===== config.mk =====
export PLATFORM = sky130hd
export DESIGN_NAME = seq_divider
export DESIGN_NICKNAME = d
export VERILOG_FILES = /design/src/rtl/seq_divider.sv
export SDC_FILE = /design/constraint.sdc
export NUM_CORES = 1
export LEC_CHECK = 0
export BUFFER_PORTS_ARGS = -buffer_cell sky130_fd_sc_hd__buf_2
export CAP_MARGIN = 20
export CORE_ASPECT_RATIO = 0.9
export CORE_UTILIZATION = 60
export CTS_CLUSTER_DIAMETER = 80
export DETAILED_ROUTE_END_ITERATION = 6
export GPL_TIMING_DRIVEN = 0
export HOLD_SLACK_MARGIN = 0.05
export PLACE_DENSITY_LB_ADDON = 0.15
export RECOVER_POWER = 100
export SYNTH_ARGS = -nofsm -noshare
export SYNTH_HDL_FRONTEND = slang
export SYNTH_SLANG_ARGS = --single-unit
export TNS_END_PERCENT = 100

===== constraint.sdc =====
create_clock -name clk -period 5.6 [get_ports clk]
set_clock_uncertainty 0.2 [all_clocks]
set_input_delay 0 -clock clk [delete_from_list [all_inputs] [get_ports clk]]
set_output_delay 0 -clock clk [all_outputs]
set_load 0.005 [all_outputs]

===== src/rtl/seq_divider.sv =====
// rtl/seq_divider.sv - multi-cycle restoring signed integer divider, one quotient bit per clock
module seq_divider #(
    parameter int WIDTH = 32
) (
    input  logic             clk,
    input  logic             rst_n,
    input  logic             start,
    input  logic [WIDTH-1:0] dividend,
    input  logic [WIDTH-1:0] divisor,
    output logic [WIDTH-1:0] quotient,
    output logic [WIDTH-1:0] remainder,
    output logic             busy,
    output logic             done,
    output logic             div_by_zero
);

    localparam int CW = $clog2(WIDTH + 1);

    typedef enum logic [1:0] {
        IDLE,
        CALC,
        FINISH
    } state_t;

    state_t           state_q, state_d;
    logic [WIDTH-1:0] acc_q, acc_d;
    logic [WIDTH-1:0] qreg_q, qreg_d;
    logic [WIDTH-1:0] dabs_q, dabs_d;
    logic [CW-1:0]    count_q, count_d;
    logic             sign_quo_q, sign_quo_d;
    logic             sign_rem_q, sign_rem_d;
    logic             dbz_pend_q, dbz_pend_d;
    logic [WIDTH-1:0] quotient_q, quotient_d;
    logic [WIDTH-1:0] remainder_q, remainder_d;
    logic             busy_q, busy_d;
    logic             done_q, done_d;
    logic             dbz_q, dbz_d;

    logic [WIDTH-1:0] dividend_abs;
    logic [WIDTH-1:0] divisor_abs;
    logic [WIDTH:0]   acc_shift;
    logic [WIDTH:0]   trial;

    // Unsigned magnitudes (|MIN_INT| stays exact) and the trial subtraction of the current step
    always_comb begin
        dividend_abs = dividend[WIDTH-1] ? -dividend : dividend;
        divisor_abs  = divisor[WIDTH-1]  ? -divisor  : divisor;
        acc_shift    = {acc_q, qreg_q[WIDTH-1]};
        trial        = acc_shift - {1'b0, dabs_q};
    end

    // Next-state and datapath control. CALC spends one extra cycle observing count==0 before
    // FINISH; a divide-by-zero enters CALC with count already 0, so both paths share that tail.
    always_comb begin
        state_d     = state_q;
        acc_d       = acc_q;
        qreg_d      = qreg_q;
        dabs_d      = dabs_q;
        count_d     = count_q;
        sign_quo_d  = sign_quo_q;
        sign_rem_d  = sign_rem_q;
        dbz_pend_d  = dbz_pend_q;
        quotient_d  = quotient_q;
        remainder_d = remainder_q;
        busy_d      = busy_q;
        done_d      = 1'b0;
        dbz_d       = dbz_q;
        case (state_q)
            IDLE: begin
                if (start) begin
                    busy_d     = 1'b1;
                    state_d    = CALC;
                    acc_d      = '0;
                    sign_quo_d = dividend[WIDTH-1] ^ divisor[WIDTH-1];
                    sign_rem_d = dividend[WIDTH-1];
                    if (divisor == '0) begin
                        qreg_d     = dividend;
                        dabs_d     = '0;
                        count_d    = '0;
                        dbz_pend_d = 1'b1;
                    end else begin
                        qreg_d     = dividend_abs;
                        dabs_d     = divisor_abs;
                        count_d    = CW'(WIDTH);
                        dbz_pend_d = 1'b0;
                    end
                end
            end
            CALC: begin
                if (count_q == '0) begin
                    state_d = FINISH;
                end else begin
                    if (!trial[WIDTH]) begin
                        acc_d  = trial[WIDTH-1:0];
                        qreg_d = {qreg_q[WIDTH-2:0], 1'b1};
                    end else begin
                        acc_d  = acc_shift[WIDTH-1:0];
                        qreg_d = {qreg_q[WIDTH-2:0], 1'b0};
                    end
                    count_d = count_q - CW'(1);
                end
            end
            FINISH: begin
                done_d  = 1'b1;
                busy_d  = 1'b0;
                state_d = IDLE;
                if (dbz_pend_q) begin
                    quotient_d  = '1;
                    remainder_d = qreg_q;
                    dbz_d       = 1'b1;
                end else begin
                    quotient_d  = sign_quo_q ? -qreg_q : qreg_q;
                    remainder_d = sign_rem_q ? -acc_q : acc_q;
                    dbz_d       = 1'b0;
                end
            end
            default: state_d = IDLE;
        endcase
    end

    // State and datapath registers; reset aborts any in-flight operation
    always_ff @(posedge clk or negedge rst_n) begin
        if (!rst_n) begin
            state_q     <= IDLE;
            acc_q       <= '0;
            qreg_q      <= '0;
            dabs_q      <= '0;
            count_q     <= '0;
            sign_quo_q  <= 1'b0;
            sign_rem_q  <= 1'b0;
            dbz_pend_q  <= 1'b0;
            quotient_q  <= '0;
            remainder_q <= '0;
            busy_q      <= 1'b0;
            done_q      <= 1'b0;
            dbz_q       <= 1'b0;
        end else begin
            state_q     <= state_d;
            acc_q       <= acc_d;
            qreg_q      <= qreg_d;
            dabs_q      <= dabs_d;
            count_q     <= count_d;
            sign_quo_q  <= sign_quo_d;
            sign_rem_q  <= sign_rem_d;
            dbz_pend_q  <= dbz_pend_d;
            quotient_q  <= quotient_d;
            remainder_q <= remainder_d;
            busy_q      <= busy_d;
            done_q      <= done_d;
            dbz_q       <= dbz_d;
        end
    end

    assign quotient    = quotient_q;
    assign remainder   = remainder_q;
    assign busy        = busy_q;
    assign done        = done_q;
    assign div_by_zero = dbz_q;

endmodule


======== After elaboration in Yosys (flattened, before gate mapping) ========
Cells that the tools add are included.
storage, ports and cells
  output and inout bits ................... 67
  bits of input ports ..................... 67
  register bits after elaboration ......... 174
  word-level logic and storage cells ...... 62
cells by class
  reductions and logical operators ........ 9
  multiplexer cells ....................... 28
  $add $sub $neg .......................... 6
  bitwise gates (word level) .............. 1
  equal/unequal tests ..................... 5
operator list
  operator             number
  $mux 32              13
  $neg 32->32          4
  $pmux 32 s2          2
  $sub 33x32->33       1
  $logic_not 32->1     1
  $mux 6               3
  $pmux 6 s2           1
  $logic_not 6->1      1
  $ne 2x2->1 const B   3
  $reduce_and 2->1     3
  $sub 6x1->6 const B  1
  $mux 1               5
  $mux 2               2
  $pmux 2 s2           1
  $reduce_bool 2->1    2
  $reduce_and 3->1     1
  $eq 2x1->1 const B   1
  $eq 2x2->1 const B   1
  $logic_not 2->1      1
  $pmux 1 s2           1
  $xor 1x1->1          1

======== Longest topological paths before layout ========
Gate-level depths: netlist of run 1.
  depth after elaboration ................. 5
  gate-level depth with buffers ........... 14
  depth with buffers taken out ............ 12

======== Worst setup path before layout of run 1 ========
Ideal clock, no wire load.
  path type ............................... flip-flop to flip-flop
  start point ............................. register qreg_q[31]
  end point ............................... register acc_q[27]
  required time ........................... 5,274 ps
  library setup time ...................... 126 ps
  buffers on the path ..................... 2
  setup slack ............................. 1,982 ps
  cell stages (with the launch flop) ...... 15
  arrival time ............................ 3,292 ps
  period minus slack after synthesis ...... 3,618 ps
  cell sequence ........................... dfrtp_1 > inv_1 > ha_1 > fa_1 > nand2b_1 > a21oi_1 > o21ai_0 > o21ai_0 > a311oi_1 > nor3_1 > nand3b_1 > clkbuf_1 > clkbuf_1 > nor2_1 > a221o_1
on the way
  longest elaborated chain between the ends .. 4
ends and longest elaborated chain
  item                      line  source
  start: declaration        27    logic [WIDTH-1:0] qreg_q, qreg_d;
  start signal: assignment  140   qreg_q <= qreg_d;
  $sub 33x32->33            49    trial = acc_shift - {1'b0, dabs_q};
  $mux 32                   93    if (!trial[WIDTH]) begin
  $mux 32                   90    if (count_q == '0) begin
  $pmux 32 s2               68    case (state_q)
  end signal: assignment    125   acc_q <= '0;
  end signal: assignment    139   acc_q <= acc_d;
  end: declaration          26    logic [WIDTH-1:0] acc_q, acc_d;
No other way between the ends. The select of a mux whose other input is x is not followed.
A chain may end at the register's enable or synchronous reset.

======== Worst setup path in the final report of run 1 ========
  start point ............................. register qreg_q[31]
  end point ............................... register acc_q[5]
Same word-level chain as after synthesis.

==> impl_metrics.ini, run 1 <==
[setup_path]
crit_required_ps = 5690
endpoint_kind = flop
critPathSlowestCell = o21ai_0
cp-start-kind = flop
r2r_cells = 14
worstPathArrival_ps = 5120
critPathMaxStageDelay_ps = 650
cp_top_family = compound AO/OA/AOI/OAI gates
timing.rr.end = acc_q[5]$_DFFE_PN0P_
path_common_cell = o21ai_0
cp_max_fo = 10
reg2reg_setup_slack_ps = 580
crit_buf_inv = 3
path_cells = inv_1 > ha_1 > fa_1 > nand2b_1 > a21oi_1 > o21ai_0 > o21ai_0 > a311oi_1 > nor3_1 > nand3b_1 > clkbuf_1 > clkbuf_1 > mux2i_1 > o21ai_0
timing.rr.start = qreg_q[31]$_DFFE_PN0P_
critPathKind = flop to flop

[timing]
rsz0062_at_grt = no
worst_pin_slew_ps = 3100
fin_crit_ps = 5020
hold_viol_final = 0
timing.fmax_mhz = 199
max_slew_margin_pct = -107
tns_ps = 0
slew_violations = 176
finalCritPeriodShare_pct = 89.7
whs_ps = 226
setup_viol = 0

[global_routing]
antenna_found_initial = 0
grt_pass1_wl_um = 57500
grt_pass1_vias = 11100
grt_max_degree = 123
overflow = 0
grt_use_total_pct = 37.8

[floorplan]
rows = 47
die_y_um = 133
start_util_pct = 61.6
ios = 134
coreArea_sq_mm = 0.0185
die_x_um = 147
dieArea_sq_mm = 0.0195

[route]
drt_iter0_drc = 1039
wl_per_cell_um = 19.0
wl_um = 36200
dr.pass1.iters = 5
avgViaCountPerCell = 6.12
drc_errors = 0
ant_nets = 0
vias = 11700

[cts]
htreeDepth = 4
insertion_delay_ps = 440
cts_tree = yes
ctsLongestPathBuffers = 2
path_clk_slew_ps = 70
clock-sinks = 174
post_cts_buffers = 0
ctsHoldBuffers = 110
cts_root_buf = clkbuf_16
cts_buffers = 17
cts_resized = 0

[synth]
yosys_register_bits = 174
yosys_warnings = 0
netlist.area_leader.share_pct = 38.3
yosysMostFrequentCell = nand2_1
synth_commonest_cells = nand2_1, o21ai_0, dfrtp_1, nor2_1, a21oi_1
yosysUniqueCellTypes = 62
syn_area_sq_mm = 0.0114
async_flop_share_pct = 100
syn_inst = 1384
yosys.area.top_type = dfrtp_1
synth_nets = 1490
synth_edf_count = 0
synth.area.top_cells = dfrtp_1, o21ai_0, xor2_1
synth_ff_type = dfrtp_1
yosysSeqAreaShare_pct = 38.3
syn_area_per_cell_sq_um = 8.22

[power]
pwr-share-comb_pct = 58.2
p_leak_nw = 6.33
p_int_mw = 4.60
powerDensity_mw_per_mm2 = 643
ir_drop_mv = 0.382
p_sw_share_pct = 48.8
p_switching_mw = 4.38
power_frac_seq_pct = 28.7
power_mw = 8.98
clockPowerShare_pct = 13.1

[layout]
final_cell_area_sq_mm = 0.0140
antenna_cells = 0
n_fill_cell = 1378
drive_gt1_share_pct = 9.63
final_nets = 1754
areaGrowthSynthToFinish_pct = 22.8

[placement]
portBuffers = 133
gp_congestion = 0.955
place_area_sq_mm = 0.0124
dp_hpwl_um = 25200

[flow_run]
max_cap_violations = 2

[min_path]
hp-class = input pin to flop
hp-start = start
min_to = busy$_DFFE_PN0P_
min_path_cells = 4

[status]
violations = max-capacitance violations, max-slew violations
status = complete, but fails checks
how the worst max path moves through the flow:
| stage | startpoint | end | slack [ps] | cells past startpoint |
|---|---|---|---|---|
| floorplan | qreg_q[31]$_DFFE_PN0P_ | acc_q[27]$_DFFE_PN0P_ | 1980 | 14 |
| global placement | qreg_q[31]$_DFFE_PN0P_ | acc_q[27]$_DFFE_PN0P_ | 930 | 14 |
| detailed placement | qreg_q[31]$_DFFE_PN0P_ | acc_q[27]$_DFFE_PN0P_ | 860 | 14 |
| CTS | qreg_q[31]$_DFFE_PN0P_ | acc_q[27]$_DFFE_PN0P_ | 810 | 14 |
| global route | qreg_q[31]$_DFFE_PN0P_ | acc_q[5]$_DFFE_PN0P_ | 330 | 14 |
| finish | qreg_q[31]$_DFFE_PN0P_ | acc_q[5]$_DFFE_PN0P_ | 580 | 14 |
registers in the layout (all words and copies together), names as in the netlist:
| name | flops |
|---|---|
| div_by_zero | 1 |
| remainder | 32 |
| sign_rem_q | 1 |
| sign_quo_q | 1 |
| dbz_pend_q | 1 |
| dabs_q | 32 |
| count_q | 6 |
| done | 1 |
| qreg_q | 32 |
| acc_q | 32 |
| state_q | 2 |
| busy | 1 |
| quotient | 32 |
cells by family (layout without fill, tap and decap cells):
| group | Yosys count | count (layout) | synth area share [%] |
|---|---|---|---|
| AO/OA/AOI/OAI | 413 | 413 | 21.0 |
| XOR/XNOR | 147 | 147 | 11.3 |
| adder cells (fa/ha/maj) | 39 | 39 | 4.35 |
| buffers and inverters | 125 | 402 | 4.24 |
| flip-flops | 174 | 174 | 38.3 |
| multiplexers | 31 | 31 | 2.74 |
| AND/OR/NAND/NOR | 455 | 455 | 18.1 |
cell usage in the layout, fill, tap and decap left out, types with 10 or more instances in the layout:
cell type      netlist  layout
o31ai_1             34      34
clkbuf_16            0      17
inv_1               55      55
nor3_1              19      19
xnor2_1             48      48
buf_2                2     113
a21o_1              10      10
nand3_1             16      16
dfrtp_1            174     174
or4_1               13      20
mux2i_1             30      30
dlygate4sd3_1        0     109
or3_1               25      25
a21oi_1            115     115
clkbuf_1            62      88
o21ai_0            175     177
ha_1                38      38
o41ai_1             15      15
nor2_1             142     142
xor2_1              99      99
o22ai_1             14      14
nand2_1            186     186
final cells by class:
type,count,area [sq um],area share [%]
multi-input cells,1085,6520,46.6
plain buffers,70,274,1.96
well taps,245,307,2.19
inverters,55,206,1.48
clock buffers,17,425,3.04
clock inverters,15,148,1.06
repair buffers,245,1740,12.5
flip-flops and latches,174,4350,31.2
worst min-delay path: stages:
cell and delay (ps):
dlygate4sd3_1 520, buf_2 140, a21oi_1 70, nor2_1 90
stage by stage:
step | util [%] | worst slack [ps] | cells
CTS | 76.3 | 806 | 1906
global route | 75.7 | 332 | 1906
detailed placement | 67.1 | 858 | 1764
finish | 75.7 | 578 | 1906
global placement | 66.9 | 935 | 1762
floorplan | - | 1980 | 1384
per-layer routing:
layer | share of wire [%] | up-vias | wire [um] | GRT usage (%)
li1 | - | 5379 | - | -
met1 | 42 | 5560 | 15000 | 52.6
met2 | 45 | 629 | 16400 | 58.2
met3 | 9.9 | 104 | 3590 | 8.00
met4 | 3.0 | 0 | 1100 | 13.8
met5 | 0 | - | 0 | 0
power groups by stage:
stage               combinational (mW)  sequential (mW)  clock, mW
finish                            5.23             2.58       1.18
global route                      5.82             2.62       1.23
CTS                               5.13             2.53       1.18
detailed placement                5.00             2.55          0
global placement                  4.86             2.54          0
floorplan                         3.80             2.29          0
Note: power is estimated with default switching activity, not from simulation.
==> run 2: changes to the inputs <==
--- a/config.mk
+++ b/config.mk
@@ -14,7 +14,7 @@
 export GPL_TIMING_DRIVEN = 0
 export HOLD_SLACK_MARGIN = 0.05
 export PLACE_DENSITY_LB_ADDON = 0.15
-export RECOVER_POWER = 100
+export RECOVER_POWER = 25
 export SYNTH_ARGS = -nofsm -noshare
 export SYNTH_HDL_FRONTEND = slang
 export SYNTH_SLANG_ARGS = --single-unit
==> impl_metrics.ini, run 2 (synthesis gave the netlist of run 1 again) <==
[layout]
final_common_cell = nand2_1
drive_gt1_share_pct = 10.6
final_cell_area_sq_mm = 0.0140
final_core_util_pct = 76.0
final_nets = 1754
areaGrowthSynthToFinish_pct = 23.4
antenna_cells = 0
multi_input_area_sq_mm = 0.00654
n_fill_cell = 1361
most-common-layout-cells = nand2_1, o21ai_0, dfrtp_1
seqCellArea_sq_mm = 0.00435

[timing]
rsz0062_at_grt = no
tns_ps = 0
timing.fmax_mhz = 204
worst_pin_slew_ps = 2690
max_slew_margin_pct = -79.5
setup_viol = 0
fin_crit_ps = 4910
finalCritPeriodShare_pct = 87.7
hold_viol_final = 0
timing.final.ws_setup_ps = 686
slew_violations = 53

[setup_path]
cp_max_fo = 10
crit_required_ps = 5710
worstPathArrival_ps = 5020
path_cells = inv_1 > ha_1 > fa_1 > nand2b_1 > a21oi_1 > o21ai_0 > o21ai_0 > a311oi_1 > nor3_1 > nand3b_1 > clkbuf_1 > clkbuf_1 > a2bb2oi_1 > o21ai_0
critPathSlowestCell = o21ai_0
endpoint_kind = flop
cp-start-kind = flop
critPathKind = flop to flop
crit_buf_inv = 3
cp_top_family = compound AO/OA/AOI/OAI gates
critPathMaxStageDelay_ps = 660
path_common_cell = o21ai_0

[cts]
cts_tree = yes
cts_root_buf = clkbuf_16
cts_buffers = 17
path_clk_slew_ps = 70
post_cts_buffers = 0
clock-sinks = 174
insertion_delay_ps = 440
ctsHoldBuffers = 110
ctsLongestPathBuffers = 2
htreeDepth = 4
cts_resized = 0

[global_routing]
overflow = 0
grt_pass1_vias = 11100
grt_max_degree = 123
antenna_found_initial = 0
grt_use_total_pct = 37.8
grt_pass1_wl_um = 57500

[route]
dr.pass1.iters = 6
avgViaCountPerCell = 6.09
ant_nets = 0
drc_errors = 0
drt_iter0_drc = 1128
wl_per_cell_um = 18.9
wl_um = 36000
vias = 11600

[flow_run]
max_cap_violations = 1

[power]
powerDensity_mw_per_mm2 = 640
p_int_mw = 4.61
power_frac_seq_pct = 28.8
p_sw_share_pct = 48.7
ir_drop_mv = 0.384
power_mw = 8.99
p_leak_nw = 6.38
p_switching_mw = 4.38
clockPowerShare_pct = 13.1
pwr-share-comb_pct = 58.2

[floorplan]
rows = 47
start_util_pct = 61.6
dieArea_sq_mm = 0.0195
ios = 134
die_x_um = 147
coreArea_sq_mm = 0.0185
die_y_um = 133

[status]
violations = max-capacitance violations, max-slew violations
status = complete, but fails checks

[placement]
gp_congestion = 0.955
preCtsSetupSlack_ps = 858
place_area_sq_mm = 0.0124
dp_hpwl_um = 25200
portBuffers = 133

[min_path]
hp-class = input pin to flop
run 2: stage by stage:
step                      cells  hold slack (ps)
after floorplan            1384             -496
after global placement     1762             85.8
after detailed placement   1764             -268
after CTS                  1906              228
after global routing       1906              263
final                      1906              232
run 2: cell type report:
cell class	count	area share, %
multi-input cells	1085	46.6
flip-flops and latches	174	31.0
repair buffers	245	12.7
clock buffers	17	3.03
well taps	245	2.18
plain buffers	70	1.97
inverters	55	1.47
clock inverters	15	1.05
run 2: final timing paths:
kind | start | end | slack, ps | depth (start not counted)
setup reg to reg | qreg_q[31]$_DFFE_PN0P_ | acc_q[28]$_DFFE_PN0P_ | 690 | 14
min in group asynchronous | rst_n | dabs_q[10]$_DFFE_PN0P_ | 610 | 4
setup / recovery | qreg_q[31]$_DFFE_PN0P_ | acc_q[28]$_DFFE_PN0P_ | 690 | 14
hold / removal | start | busy$_DFFE_PN0P_ | 230 | 4
hold reg to reg | remainder[7]$_DFFE_PN0P_ | remainder[7]$_DFFE_PN0P_ | 280 | 2
max in group asynchronous | rst_n | quotient[25]$_DFFE_PN0P_ | 2130 | 4
run 2: worst register-to-register path: cells and delay by family, from the launching register on:
family          cells  cell delay, ps
fa+ha+maj           2             630
compound gates      6            1790
flops               1             410
simple gates        3             560
buf+inv             3            1200
run 2: layer usage:
metal	GRT usage (%)	routed length, um	vias to the layer above
met1	52.6	15000	5563
met5	0	0	-
li1	-	-	5373
met4	13.8	996	0
met2	58.2	16500	579
met3	8.00	3490	90
run 2: power groups by stage:
| stage | combinational (mW) | clock [mW] | sequential, mW |
|---|---|---|---|
| 6_report | 5.23 | 1.18 | 2.58 |
| 5_1_grt | 5.84 | 1.23 | 2.62 |
| 4_1_cts | 5.13 | 1.18 | 2.53 |
| 3_5_place_dp | 5.00 | 0 | 2.55 |
| 3_3_place_gp | 4.86 | 0 | 2.54 |
| 2_1_floorplan | 3.80 | 0 | 2.29 |
==> run 3: changes to the inputs <==
--- a/config.mk
+++ b/config.mk
@@ -13,7 +13,7 @@
 export DETAILED_ROUTE_END_ITERATION = 6
 export GPL_TIMING_DRIVEN = 0
 export HOLD_SLACK_MARGIN = 0.05
-export PLACE_DENSITY_LB_ADDON = 0.15
+export PLACE_DENSITY_LB_ADDON = 0.08
 export RECOVER_POWER = 25
 export SYNTH_ARGS = -nofsm -noshare
 export SYNTH_HDL_FRONTEND = slang
==> impl_metrics.ini, run 3 (synthesis gave the netlist of run 1 again) <==
[status]
status = complete, but fails checks
violations = design-rule violations, max-capacitance violations, max-slew violations

[floorplan]
coreArea_sq_mm = 0.0185
die_x_um = 147
start_util_pct = 61.6
dieArea_sq_mm = 0.0195
die_y_um = 133
rows = 47
ios = 134

[route]
dr.pass1.iters = 7
vias = 11600
wl_per_cell_um = 18.7
drt_iter0_drc = 1128
wl_um = 35700
ant_nets = 0
avgViaCountPerCell = 6.09
drc_errors = 3

[cts]
cts_root_buf = clkbuf_16
ctsHoldBuffers = 111
htreeDepth = 4
insertion_delay_ps = 440
clock-sinks = 174
ctsLongestPathBuffers = 2
cts_buffers = 17
path_clk_slew_ps = 70
cts_resized = 0
post_cts_buffers = 0
cts_tree = yes

[setup_path]
cp_max_fo = 10
critPathKind = flop to flop
r2r_cells = 14
crit_required_ps = 5710
timing.rr.end = acc_q[27]$_DFFE_PN0P_
cp-start-kind = flop
worstPathArrival_ps = 5000
timing.rr.start = qreg_q[31]$_DFFE_PN0P_
path_cells = inv_1 > ha_1 > fa_1 > nand2b_1 > a21oi_1 > o21ai_0 > o21ai_0 > a311oi_1 > nor3_1 > nand3b_1 > clkbuf_1 > clkbuf_1 > nor2_1 > a221o_1
crit_buf_inv = 3
endpoint_kind = flop
cp_top_family = compound AO/OA/AOI/OAI gates
critPathMaxStageDelay_ps = 640
reg2reg_setup_slack_ps = 710
critPathSlowestCell = o21ai_0

[timing]
max_slew_margin_pct = -143
hold_viol_final = 0
rsz0062_at_grt = no
whs_ps = 158
fin_crit_ps = 4890
timing.final.ws_setup_ps = 712
slew_violations = 68
tns_ps = 0
timing.fmax_mhz = 205
setup_viol = 0
finalCritPeriodShare_pct = 87.3
worst_pin_slew_ps = 3650

[placement]
dp_cells = 1764
dp_hpwl_um = 25400
preCtsSetupSlack_ps = 853
gp_congestion = 0.930
portBuffers = 133

[global_routing]
overflow = 0
use_met1_pct = 54.0
use_met2_pct = 57.2
grt_pass1_vias = 11000
antenna_found_initial = 0
grt_pass1_wl_um = 57500
use_met3_pct = 8.31
globalRoute.busiestLayer = met2
grt_max_degree = 108
grt_use_total_pct = 37.8

[layout]
final_cells = 1906
final_common_cell = nand2_1
antenna_cells = 0
areaGrowthSynthToFinish_pct = 23.4
seqCellArea_sq_mm = 0.00435
final_core_util_pct = 76.0
n_fill_cell = 1406
multi_input_area_sq_mm = 0.00654
most-common-layout-cells = nand2_1, o21ai_0, dfrtp_1
final_nets = 1755
drive_gt1_share_pct = 10.2

[min_path]
hp-start = divisor[31]
min_path_cells = 4
min_to = sign_quo_q$_DFFE_PN0P_
hp-class = input pin to flop

[flow_run]
max_cap_violations = 1

[power]
powerDensity_mw_per_mm2 = 638
ir_drop_mv = 0.427
p_leak_nw = 6.38
-- run 3: cell type report --
cell class	instances	share of cell area, %
buffer	70	1.97
clock buffer	23	3.48
clock inverter	8	0.588
inverter	55	1.47
multi-input combinational	1085	46.6
sequential	174	31.0
tap	245	2.18
timing repair buffer	246	12.7
-- run 3: per-layer routing --
layer / part of all wire (%) / vias up
met3: 8.9 / 73
met5: 0 / -
li1: - / 5366
met2: 45 / 546
met1: 44 / 5615
met4: 2.3 / 0
-- run 3: per-stage QoR --
stage | area [sq um] | power, mW
3_5_place_dp | 12400 | 7.54
4_1_cts | 14100 | 8.82
6_report | 14000 | 8.95
5_1_grt | 14000 | 9.66
3_3_place_gp | 12400 | 7.40
2_1_floorplan | 11400 | 6.09
-- run 3: report_power, final --
part | internal, mW | leakage (nW) | switching, mW
sequential | 1.83 | 2.20 | 0.755
clock | 0.660 | 0.280 | 0.515
combinational | 2.18 | 3.90 | 3.00
-- run 3: worst max-delay path by stage --
stage | start | end | cells after the start
final | qreg_q[31]$_DFFE_PN0P_ | acc_q[27]$_DFFE_PN0P_ | 14
after global routing | qreg_q[31]$_DFFE_PN0P_ | acc_q[24]$_DFFE_PN0P_ | 14
after CTS | qreg_q[31]$_DFFE_PN0P_ | acc_q[27]$_DFFE_PN0P_ | 14
after detailed placement | qreg_q[31]$_DFFE_PN0P_ | acc_q[27]$_DFFE_PN0P_ | 14
after global placement | qreg_q[31]$_DFFE_PN0P_ | acc_q[27]$_DFFE_PN0P_ | 14
after floorplan | qreg_q[31]$_DFFE_PN0P_ | acc_q[27]$_DFFE_PN0P_ | 14
-- run 3: worst reg2reg max path, cell delays in order, from the launching register on --
cell	delay [ps]
dfrtp_1	400
inv_1	130
ha_1	260
fa_1	390
nand2b_1	210
a21oi_1	230
o21ai_0	170
o21ai_0	640
a311oi_1	320
nor3_1	230
nand3b_1	120
clkbuf_1	530
clkbuf_1	550
nor2_1	110
a221o_1	280
